## src/rtl/mem_stage_ctrl_if.sv

```systemverilog
// Bus bundle between the MEM-stage controller, the pipeline and the data SRAM.
//   Pipeline side: mem_read, mem_write, addr, wr_data (requests),
//                  rd_data, ready, freeze (responses).
//   SRAM side:     sram_en, sram_we, sram_addr, sram_wdata (strobes/payload),
//                  sram_rdata (read return).
// Modports: slave = controller view, master = environment (pipeline + SRAM) view.
interface mem_stage_ctrl_if #(
  parameter int unsigned AW = 16
);
  logic          mem_read;
  logic          mem_write;
  logic [31:0]   addr;
  logic [31:0]   wr_data;
  logic [31:0]   rd_data;
  logic          ready;
  logic          freeze;
  logic          sram_en;
  logic          sram_we;
  logic [AW-1:0] sram_addr;
  logic [31:0]   sram_wdata;
  logic [31:0]   sram_rdata;

  modport slave (
    input  mem_read, mem_write, addr, wr_data, sram_rdata,
    output rd_data, ready, freeze, sram_en, sram_we, sram_addr, sram_wdata
  );

  modport master (
    output mem_read, mem_write, addr, wr_data, sram_rdata,
    input  rd_data, ready, freeze, sram_en, sram_we, sram_addr, sram_wdata
  );
endinterface

```

## src/rtl/mem_stage_ctrl.sv

```systemverilog
// MEM-stage data-memory sequencer. Drives a fixed-latency synchronous SRAM and
// stalls the whole pipeline (freeze) while an access is in flight; the load
// result is held on rd_data for the MEM/WB register.
//   clk, rst        : clock, synchronous active-high reset
//   bus (slave)     : mem_read/mem_write/addr/wr_data in, rd_data/ready/freeze out,
//                     sram_en/sram_we/sram_addr/sram_wdata out, sram_rdata in
// Parameters: BASE_ADDR (byte address of SRAM word 0), AW (SRAM word-address
// width), SRAM_WAIT (cycles per SRAM access, 1..15).
// Optional feature: define MEM_CTRL_WRBUF_EN for a single-entry posted write
// buffer (stores complete without stalling the pipeline).
// freeze is combinational; every other output is registered.
module mem_stage_ctrl #(
  parameter int unsigned BASE_ADDR = 1024,
  parameter int unsigned AW        = 16,
  parameter int unsigned SRAM_WAIT = 4
) (
  input  logic            clk,
  input  logic            rst,
  mem_stage_ctrl_if.slave bus
);

  localparam int unsigned   CW   = 4;
  localparam logic [CW-1:0] LAST = CW'(SRAM_WAIT - 1);
  localparam logic [31:0]   BASE = 32'(BASE_ADDR);

`ifdef MEM_CTRL_WRBUF_EN
  localparam bit WRBUF_EN = 1'b1;
`else
  localparam bit WRBUF_EN = 1'b0;
`endif

  typedef enum logic [1:0] {
    IDLE   = 2'd0,
    ACCESS = 2'd1,
    DONE   = 2'd2
  } state_t;

  state_t         state, state_nx;
  logic [CW-1:0]  cnt, cnt_nx;
  logic           posted, posted_nx;
  logic           req;
  logic           freeze_c;

  logic [31:0]    rd_data, rd_nx;
  logic           ready, ready_nx;
  logic           sram_en, en_nx;
  logic           sram_we, we_nx;
  logic [AW-1:0]  sram_addr, addr_nx;
  logic [31:0]    sram_wdata, wdata_nx;

  // State register
  always_ff @(posedge clk) begin
    if (rst) state <= IDLE;
    else     state <= state_nx;
  end

  // Next state, combinational freeze and next values of registered outputs
  always_comb begin
    state_nx  = state;
    cnt_nx    = cnt;
    posted_nx = posted;
    rd_nx     = rd_data;
    ready_nx  = 1'b0;
    en_nx     = sram_en;
    we_nx     = sram_we;
    addr_nx   = sram_addr;
    wdata_nx  = sram_wdata;
    freeze_c  = 1'b0;
    req       = bus.mem_read | bus.mem_write;

    unique case (state)
      IDLE: begin
        if (req) begin
          state_nx  = ACCESS;
          cnt_nx    = '0;
          en_nx     = 1'b1;
          // A simultaneous read and write is serviced as a read only.
          we_nx     = bus.mem_write & ~bus.mem_read;
          // Word index relative to BASE_ADDR; wraps modulo the SRAM size.
          addr_nx   = AW'((bus.addr - BASE) >> 2);
          wdata_nx  = bus.wr_data;
          posted_nx = WRBUF_EN & we_nx;
          freeze_c  = ~posted_nx;
          // A one-cycle posted write finishes in its first access cycle.
          if (posted_nx && LAST == '0) ready_nx = 1'b1;
        end
      end

      ACCESS: begin
        // A posted write only stalls a younger request waiting behind it.
        freeze_c = posted ? req : 1'b1;
        cnt_nx   = cnt + CW'(1);
        if (cnt == LAST) begin
          en_nx = 1'b0;
          we_nx = 1'b0;
          if (!sram_we) rd_nx = bus.sram_rdata;
          if (posted) begin
            state_nx  = IDLE;
            posted_nx = 1'b0;
          end else begin
            state_nx = DONE;
            ready_nx = 1'b1;
          end
        end else if (posted && (cnt + CW'(1)) == LAST) begin
          ready_nx = 1'b1;
        end
      end

      DONE: begin
        // The completed request is still presented this cycle; ignore it.
        state_nx = IDLE;
      end

      default: begin
        state_nx = IDLE;
      end
    endcase

    if (rst) freeze_c = 1'b0;
  end

  // Counter, latched request and registered outputs
  always_ff @(posedge clk) begin
    if (rst) begin
      cnt        <= '0;
      posted     <= 1'b0;
      rd_data    <= '0;
      ready      <= 1'b0;
      sram_en    <= 1'b0;
      sram_we    <= 1'b0;
      sram_addr  <= '0;
      sram_wdata <= '0;
    end else begin
      cnt        <= cnt_nx;
      posted     <= posted_nx;
      rd_data    <= rd_nx;
      ready      <= ready_nx;
      sram_en    <= en_nx;
      sram_we    <= we_nx;
      sram_addr  <= addr_nx;
      sram_wdata <= wdata_nx;
    end
  end

  assign bus.rd_data    = rd_data;
  assign bus.ready      = ready;
  assign bus.freeze     = freeze_c;
  assign bus.sram_en    = sram_en;
  assign bus.sram_we    = sram_we;
  assign bus.sram_addr  = sram_addr;
  assign bus.sram_wdata = sram_wdata;

endmodule

```

## src/flat_wrapper.sv

```systemverilog
// flat-port wrapper written by rule: the top's interface ports become plain ports
module mem_stage_ctrl_flat 
#(
  parameter int unsigned BASE_ADDR = 1024,
  parameter int unsigned AW        = 16,
  parameter int unsigned SRAM_WAIT = 4
)
  (clk, rst, bus_mem_read, bus_mem_write, bus_addr, bus_wr_data, bus_sram_rdata, bus_rd_data, bus_ready, bus_freeze, bus_sram_en, bus_sram_we, bus_sram_addr, bus_sram_wdata);
  mem_stage_ctrl_if #(.AW(AW)) bus_i ();
  input  logic clk;
  input  logic rst;
  input wire logic [$bits(bus_i.mem_read)-1:0] bus_mem_read;
  input wire logic [$bits(bus_i.mem_write)-1:0] bus_mem_write;
  input wire logic [$bits(bus_i.addr)-1:0] bus_addr;
  input wire logic [$bits(bus_i.wr_data)-1:0] bus_wr_data;
  input wire logic [$bits(bus_i.sram_rdata)-1:0] bus_sram_rdata;
  output wire logic [$bits(bus_i.rd_data)-1:0] bus_rd_data;
  output wire logic [$bits(bus_i.ready)-1:0] bus_ready;
  output wire logic [$bits(bus_i.freeze)-1:0] bus_freeze;
  output wire logic [$bits(bus_i.sram_en)-1:0] bus_sram_en;
  output wire logic [$bits(bus_i.sram_we)-1:0] bus_sram_we;
  output wire logic [$bits(bus_i.sram_addr)-1:0] bus_sram_addr;
  output wire logic [$bits(bus_i.sram_wdata)-1:0] bus_sram_wdata;
  assign bus_i.mem_read = bus_mem_read;
  assign bus_i.mem_write = bus_mem_write;
  assign bus_i.addr = bus_addr;
  assign bus_i.wr_data = bus_wr_data;
  assign bus_i.sram_rdata = bus_sram_rdata;
  assign bus_rd_data = bus_i.rd_data;
  assign bus_ready = bus_i.ready;
  assign bus_freeze = bus_i.freeze;
  assign bus_sram_en = bus_i.sram_en;
  assign bus_sram_we = bus_i.sram_we;
  assign bus_sram_addr = bus_i.sram_addr;
  assign bus_sram_wdata = bus_i.sram_wdata;
  mem_stage_ctrl #(.BASE_ADDR(BASE_ADDR), .AW(AW), .SRAM_WAIT(SRAM_WAIT)) u_core (.clk(clk), .rst(rst), .bus(bus_i));
endmodule
```

## config.mk

```make
export PLATFORM = sky130hd
export DESIGN_NAME = mem_stage_ctrl_flat
export DESIGN_NICKNAME = d
export VERILOG_FILES = /design/src/rtl/mem_stage_ctrl_if.sv /design/src/rtl/mem_stage_ctrl.sv /design/src/flat_wrapper.sv
export SDC_FILE = /design/constraint.sdc
export NUM_CORES = 1
export LEC_CHECK = 0
export CORE_MARGIN = 5
export CORE_UTILIZATION = 38
export CTS_BUF_LIST = sky130_fd_sc_hd__clkbuf_8
export CTS_CLUSTER_SIZE = 16
export DETAILED_ROUTE_END_ITERATION = 10
export GPL_TIMING_DRIVEN = 0
export PLACE_DENSITY = 0.83
export SYNTH_ARGS = -nofsm -noshare
export SYNTH_HDL_FRONTEND = slang
export SYNTH_SLANG_ARGS = --single-unit
```

## constraint.sdc

```tcl
create_clock -name clk -period 1.7 [get_ports clk]
set_input_delay 0.425 -clock clk [delete_from_list [all_inputs] [get_ports clk]]
set_output_delay 0.425 -clock clk [all_outputs]
set_load 0.02 [all_outputs]
```

# After elaboration in Yosys (flattened, before gate mapping)
# Index checks and enable logic that the tools add are counted.
# classes
bitwise_logic	5
reduce_logical	9
n_addsub	2
eq_ne	5
mux	20
# ops
cell	count
18-bit by 11-bit subtractor with 18-bit output, second input constant	1
1-bit 2-to-1 mux	10
4-bit by 2-bit == test with 1-bit output, second input constant	2
1-bit case mux with 2 select lines	4
4-bit case mux with 2 select lines	1
2-bit 2-to-1 mux	3
2-bit AND reduction	3
3-bit AND reduction	2
4-bit by 1-bit adder with 4-bit output, second input constant	1
4-bit 2-to-1 mux	1
2-bit by 1-bit inequality test with 1-bit output, second input constant	2
2-bit case mux with 2 select lines	1
1-bit NOT	3
2-bit by 1-bit == test with 1-bit output, second input constant	1
2-bit zero test	1
2-bit nonzero test	1
2-bit OR reduction	1
1-bit bitwise AND	1
1-bit logical AND	1
1-bit bitwise OR	1
# totals
word_cells	50
out_inout_bits	84
in_bits	100
register_bits	90

# Longest topological paths before layout
# logic_depth
ltp_word	5
mapped_depth	6
depth_no_buf	5

# Least setup slack after synthesis
# Ideal clock, no wire load.
# synth_path
path_kind	input to output
start	input rst
end	output bus_freeze
t_required_ns	1.275
setup_slack_ns	-0.164
n_path_buf	3
arrival_ns	1.439
stages	4
cell_sequence	clkbuf_1 clkbuf_1 clkbuf_1 nor3_1
# synth_between
elab_chain_cells	1
# synth_lines
element	line_no	source
start: declaration	flat_wrapper.sv:11	input logic rst;
1-bit 2-to-1 mux	mem_stage_ctrl.sv:119	if (rst) freeze_c = 1'b0;
end: declaration	flat_wrapper.sv:19	output wire logic [$bits(bus_i.freeze)-1:0] bus_freeze;
# No other way between the ends.

# Worst setup path after layout
# layout_path
start	input bus_addr[11]
end	register u_core.sram_addr[14], in the netlist u_core.bus.sram_addr[14]
# layout_between
elab_chain_cells	1
# layout_lines
element	line_no	source
start: declaration	flat_wrapper.sv:14	input wire logic [$bits(bus_i.addr)-1:0] bus_addr;
18-bit by 11-bit subtractor with 18-bit output	mem_stage_ctrl.sv:80	addr_nx = AW'((bus.addr - BASE) >> 2);
end signal: assignment	mem_stage_ctrl.sv:140	sram_addr <= addr_nx;
end: declaration	mem_stage_ctrl.sv:48	logic [AW-1:0] sram_addr, addr_nx;
# No other way between the ends.
# A chain may end at the register's enable or synchronous reset.

==> run_results.csv <==
group,metric,value,unit
status,outcome,"completed",
grt,grt_pass1_vias,3713,
floorplanning,rows,36,
pwr,p_switching,1210,uW
yosys,avgSynthCellArea,9.04,um^2
cells_and_area,fin_nets,702,
cells_and_area,drive_above_1_share,0.0978,
yosys,synth-main-ff-cell,"dfxtp_1",
grt,grt-ovfl-total,0,
drt,ant_nets,0,
cells_and_area,fin_util,0.609,
yosys,synth-edff-count,0,
min_path,hold_depth,2,
clock_tree,path_clk_slew,0.08,ns
yosys,syn_area,3730,um^2
grt,antenna_found_initial,0,
clock_tree,cts_hold_buf,0,
yosys,synth.top_cell.area_share,0.477,
floorplanning,die_w,109,um
clock_tree,cts_tree,"built",
pwr,power_frac_clock,0.314,
sta,skew,0.0122,ns
drt,num_vias,3678,
yosys,synth_cell_types,34,
yosys,netlist_instances,413,
cells_and_area,n_fill_cell,857,
drt,routed_via_density,5.00,
pwr,p_comb_frac,0.189,
sta,final.setup.worst_slack,0.0189,ns
yosys,muxShareOfSynthArea,0.0858,
yosys,yosys-top-cells-count,"89 x dfxtp_1, 68 x nand2b_1, 54 x a21oi_1, 45 x o21ai_0, 41 x nand3_1",
sta,rsz0062_at_grt,"yes",
yosys,synth-xor-area-share,0.00469,
flow_run,drv_cap,0,
setup_path,r2r-start,"u_core.cnt[1]",
yosys,ys_warn_count,0,
floorplanning,die_area,11900,um^2
floorplanning,initial_core_util,0.385,
pwr,powerDensity,763,nW/um^2
place,pre_cts_ws,-1.03,ns
min_path,min_from,"bus_addr[10]",
clock_tree,cts.sinks,89,
sta,fin_crit_sh,0.989,
setup_path,worstReg2RegEnd,"u_core.bus.rd_data[16]",
setup_path,cp_max_fo,2,
yosys,synth_compound_area_frac,0.164,
drt,first_pass_iters,4,
place,gp_congestion,0.797,
pwr,switching_share,0.269,
sta,max_clock_freq,595,MHz
sta,setup_violations,0,
setup_path,path_class,"in -> reg",
yosys,synth-simple-area-share,0.210,
sta,tightest_slew,0.524,ns
grt,grt_util_all_layers,0.188,
setup_path,cp-end-kind,"register",
min_path,min_to,"u_core.bus.sram_addr[8]",
clock_tree,clockBufferDepth,2,
yosys,syn-num-nets,515,
grt,grt_max_degree,14,
drt,drc_errors,0,
setup_path,reg2reg_depth,6,
floorplanning,ios,184,
yosys,synth_top_family_by_area,"simple AND/OR/NAND/NOR gates",
yosys,synth_adder_area_share,0.00670,
drt,wirelength,11700,um
place,portBuffers,166,
grt,grt_pass1_wl,17700,um
sta,finalHoldViolCount,0,
clock_tree,htree_num_levels,3,
setup_path,cp.required,1.97,ns
pwr,seqPwrFrac,0.497,
yosys,seq_area_frac_synth,0.477,
yosys,ys_ff_latch,89,
setup_path,cp-start-kind,"input pin",
sta,finalMaxSlewViolations,0,
setup_path,rrSetupSlack,0.04,ns
place,hpwl,8480,um
pwr,ir_drop,0.429,mV
place,dp_cells,712,
yosys,yosysMostFrequentCell,"dfxtp_1",
pwr,p_int,3290,uW
clock_tree,clk_latency,0.35,ns
min_path,hp-class,"in -> reg",
cells_and_area,area_delta_synth_final,57.9,%
yosys,synthTopCellsByArea,"dfxtp_1 48%, nand2b_1 11%, mux2i_1 8.6%",
clock_tree,numCtsBuffers,9,
floorplanning,core_area,9680,um^2
setup_path,cp.arrival,1.95,ns
sta,max-slew-margin-rel,0.651,
cells_and_area,diodes,0,
drt,drt_iter0_drc,150,
clock_tree,clockRootBuffer,"clkbuf_8",
cells_and_area,fin_cells,736,
yosys,yosys.area.top_type,"dfxtp_1",
floorplanning,die_h,109,um
yosys,synthArstFlopShare,0,
pwr,p_leak,0.00246,uW
drt,post_drt_wl_per_cell,15.9,um
sta,fin_crit,1.68,ns
## sequential cells by signal (all words and copies together), names as in the netlist
name,count
u_core.bus.rd_data,32
u_core.cnt,4
u_core.bus.sram_en,1
u_core.bus.sram_we,1
u_core.bus.ready,1
u_core.state,2
u_core.bus.sram_addr,16
u_core.bus.sram_wdata,32
## how the worst max path moves through the flow
stage                              from                       end  slack (ns)  cells after the start
final                      bus_addr[11]  u_core.bus.sram_addr[14]        0.02                      6
after global routing      u_core.cnt[1]    u_core.bus.rd_data[22]      -0.007                      6
after global placement              rst                bus_freeze       -1.04                      5
after floorplan                     rst                bus_freeze      -0.002                      4
after detailed placement            rst                bus_freeze       -1.03                      5
after CTS                 bus_mem_write                bus_freeze       -0.23                      4
## stage by stage
stage	instance area, um^2	hold slack [ns]	total power (uW)	setup TNS (ns)
3_5_place_dp	5570	0.462	3180	-28.26
4_1_cts	5800	0.414	4530	-0.272
5_1_grt	5890	0.409	4720	-0.0207
3_3_place_gp	5570	0.458	3160	-25.39
2_1_floorplan	3740	0.462	2690	-0.00206
6_report	5890	0.403	4500	0
## power by group through the flow
stage,Combinational (uW),Clock (uW),Sequential [uW]
after floorplan,297,0,2390
after global placement,873,0,2280
after detailed placement,890,0,2290
after CTS,844,1450,2230
after global routing,924,1550,2250
final,851,1410,2240
## critical path, cell delays in order
cell	delay, ns
dlygate4sd2_1	0.24
inv_1	0.07
ha_2	0.18
or4b_4	0.47
or3_1	0.33
a311oi_1	0.24
## cells in the final DEF, fill, tap and decap left out, types with 10 or more instances in the layout
| cell type | synthesis | final |
|---|---|---|
| dlygate4sd2_1 | 0 | 88 |
| dfxtp_1 | 89 | 86 |
| clkdlybuf4s50_1 | 0 | 74 |
| nand2b_1 | 68 | 68 |
| a21oi_1 | 54 | 54 |
| o21ai_0 | 45 | 45 |
| nand3_1 | 41 | 41 |
| mux2i_1 | 32 | 30 |
| clkbuf_1 | 29 | 20 |
| buf_4 | 0 | 12 |
| clkbuf_8 | 0 | 10 |
## kinds of logic (layout without fill, tap and decap cells)
family / count (synthesis) / in the layout
compound gates: 114 / 114
fa+ha+maj: 2 / 2
buf+inv: 40 / 230
xor+xnor: 2 / 2
flops: 89 / 89
mux: 32 / 32
simple gates: 134 / 134
## routing by layer
| layer | vias up | GRT usage | share of wire |
|---|---|---|---|
| met3 | 14 | 0.0716 | 0.096 |
| met1 | 1719 | 0.219 | 0.40 |
| met5 | - | 0 | 0 |
| li1 | 1810 | - | - |
| met2 | 135 | 0.315 | 0.49 |
| met4 | 0 | 0.0649 | 0.013 |
## timing repair
item	in CTS	in global routing
pin swaps	5	5
buffers inserted	8	2
gates resized for setup	114	24
setup endpoints to repair	135	77
gates cloned	1	2
## cell type report
type | instances | area, um^2 | area share
buffer | 34 | 199 | 0.0338
clock buffer | 10 | 138 | 0.0233
clock inverter | 4 | 46.3 | 0.00785
inverter | 3 | 11.3 | 0.00191
multi-input combinational | 284 | 1830 | 0.310
sequential | 89 | 1790 | 0.303
tap | 133 | 166 | 0.0282
timing repair buffer | 179 | 1720 | 0.292
No activity file was read; power rests on OpenSTA's default activity.
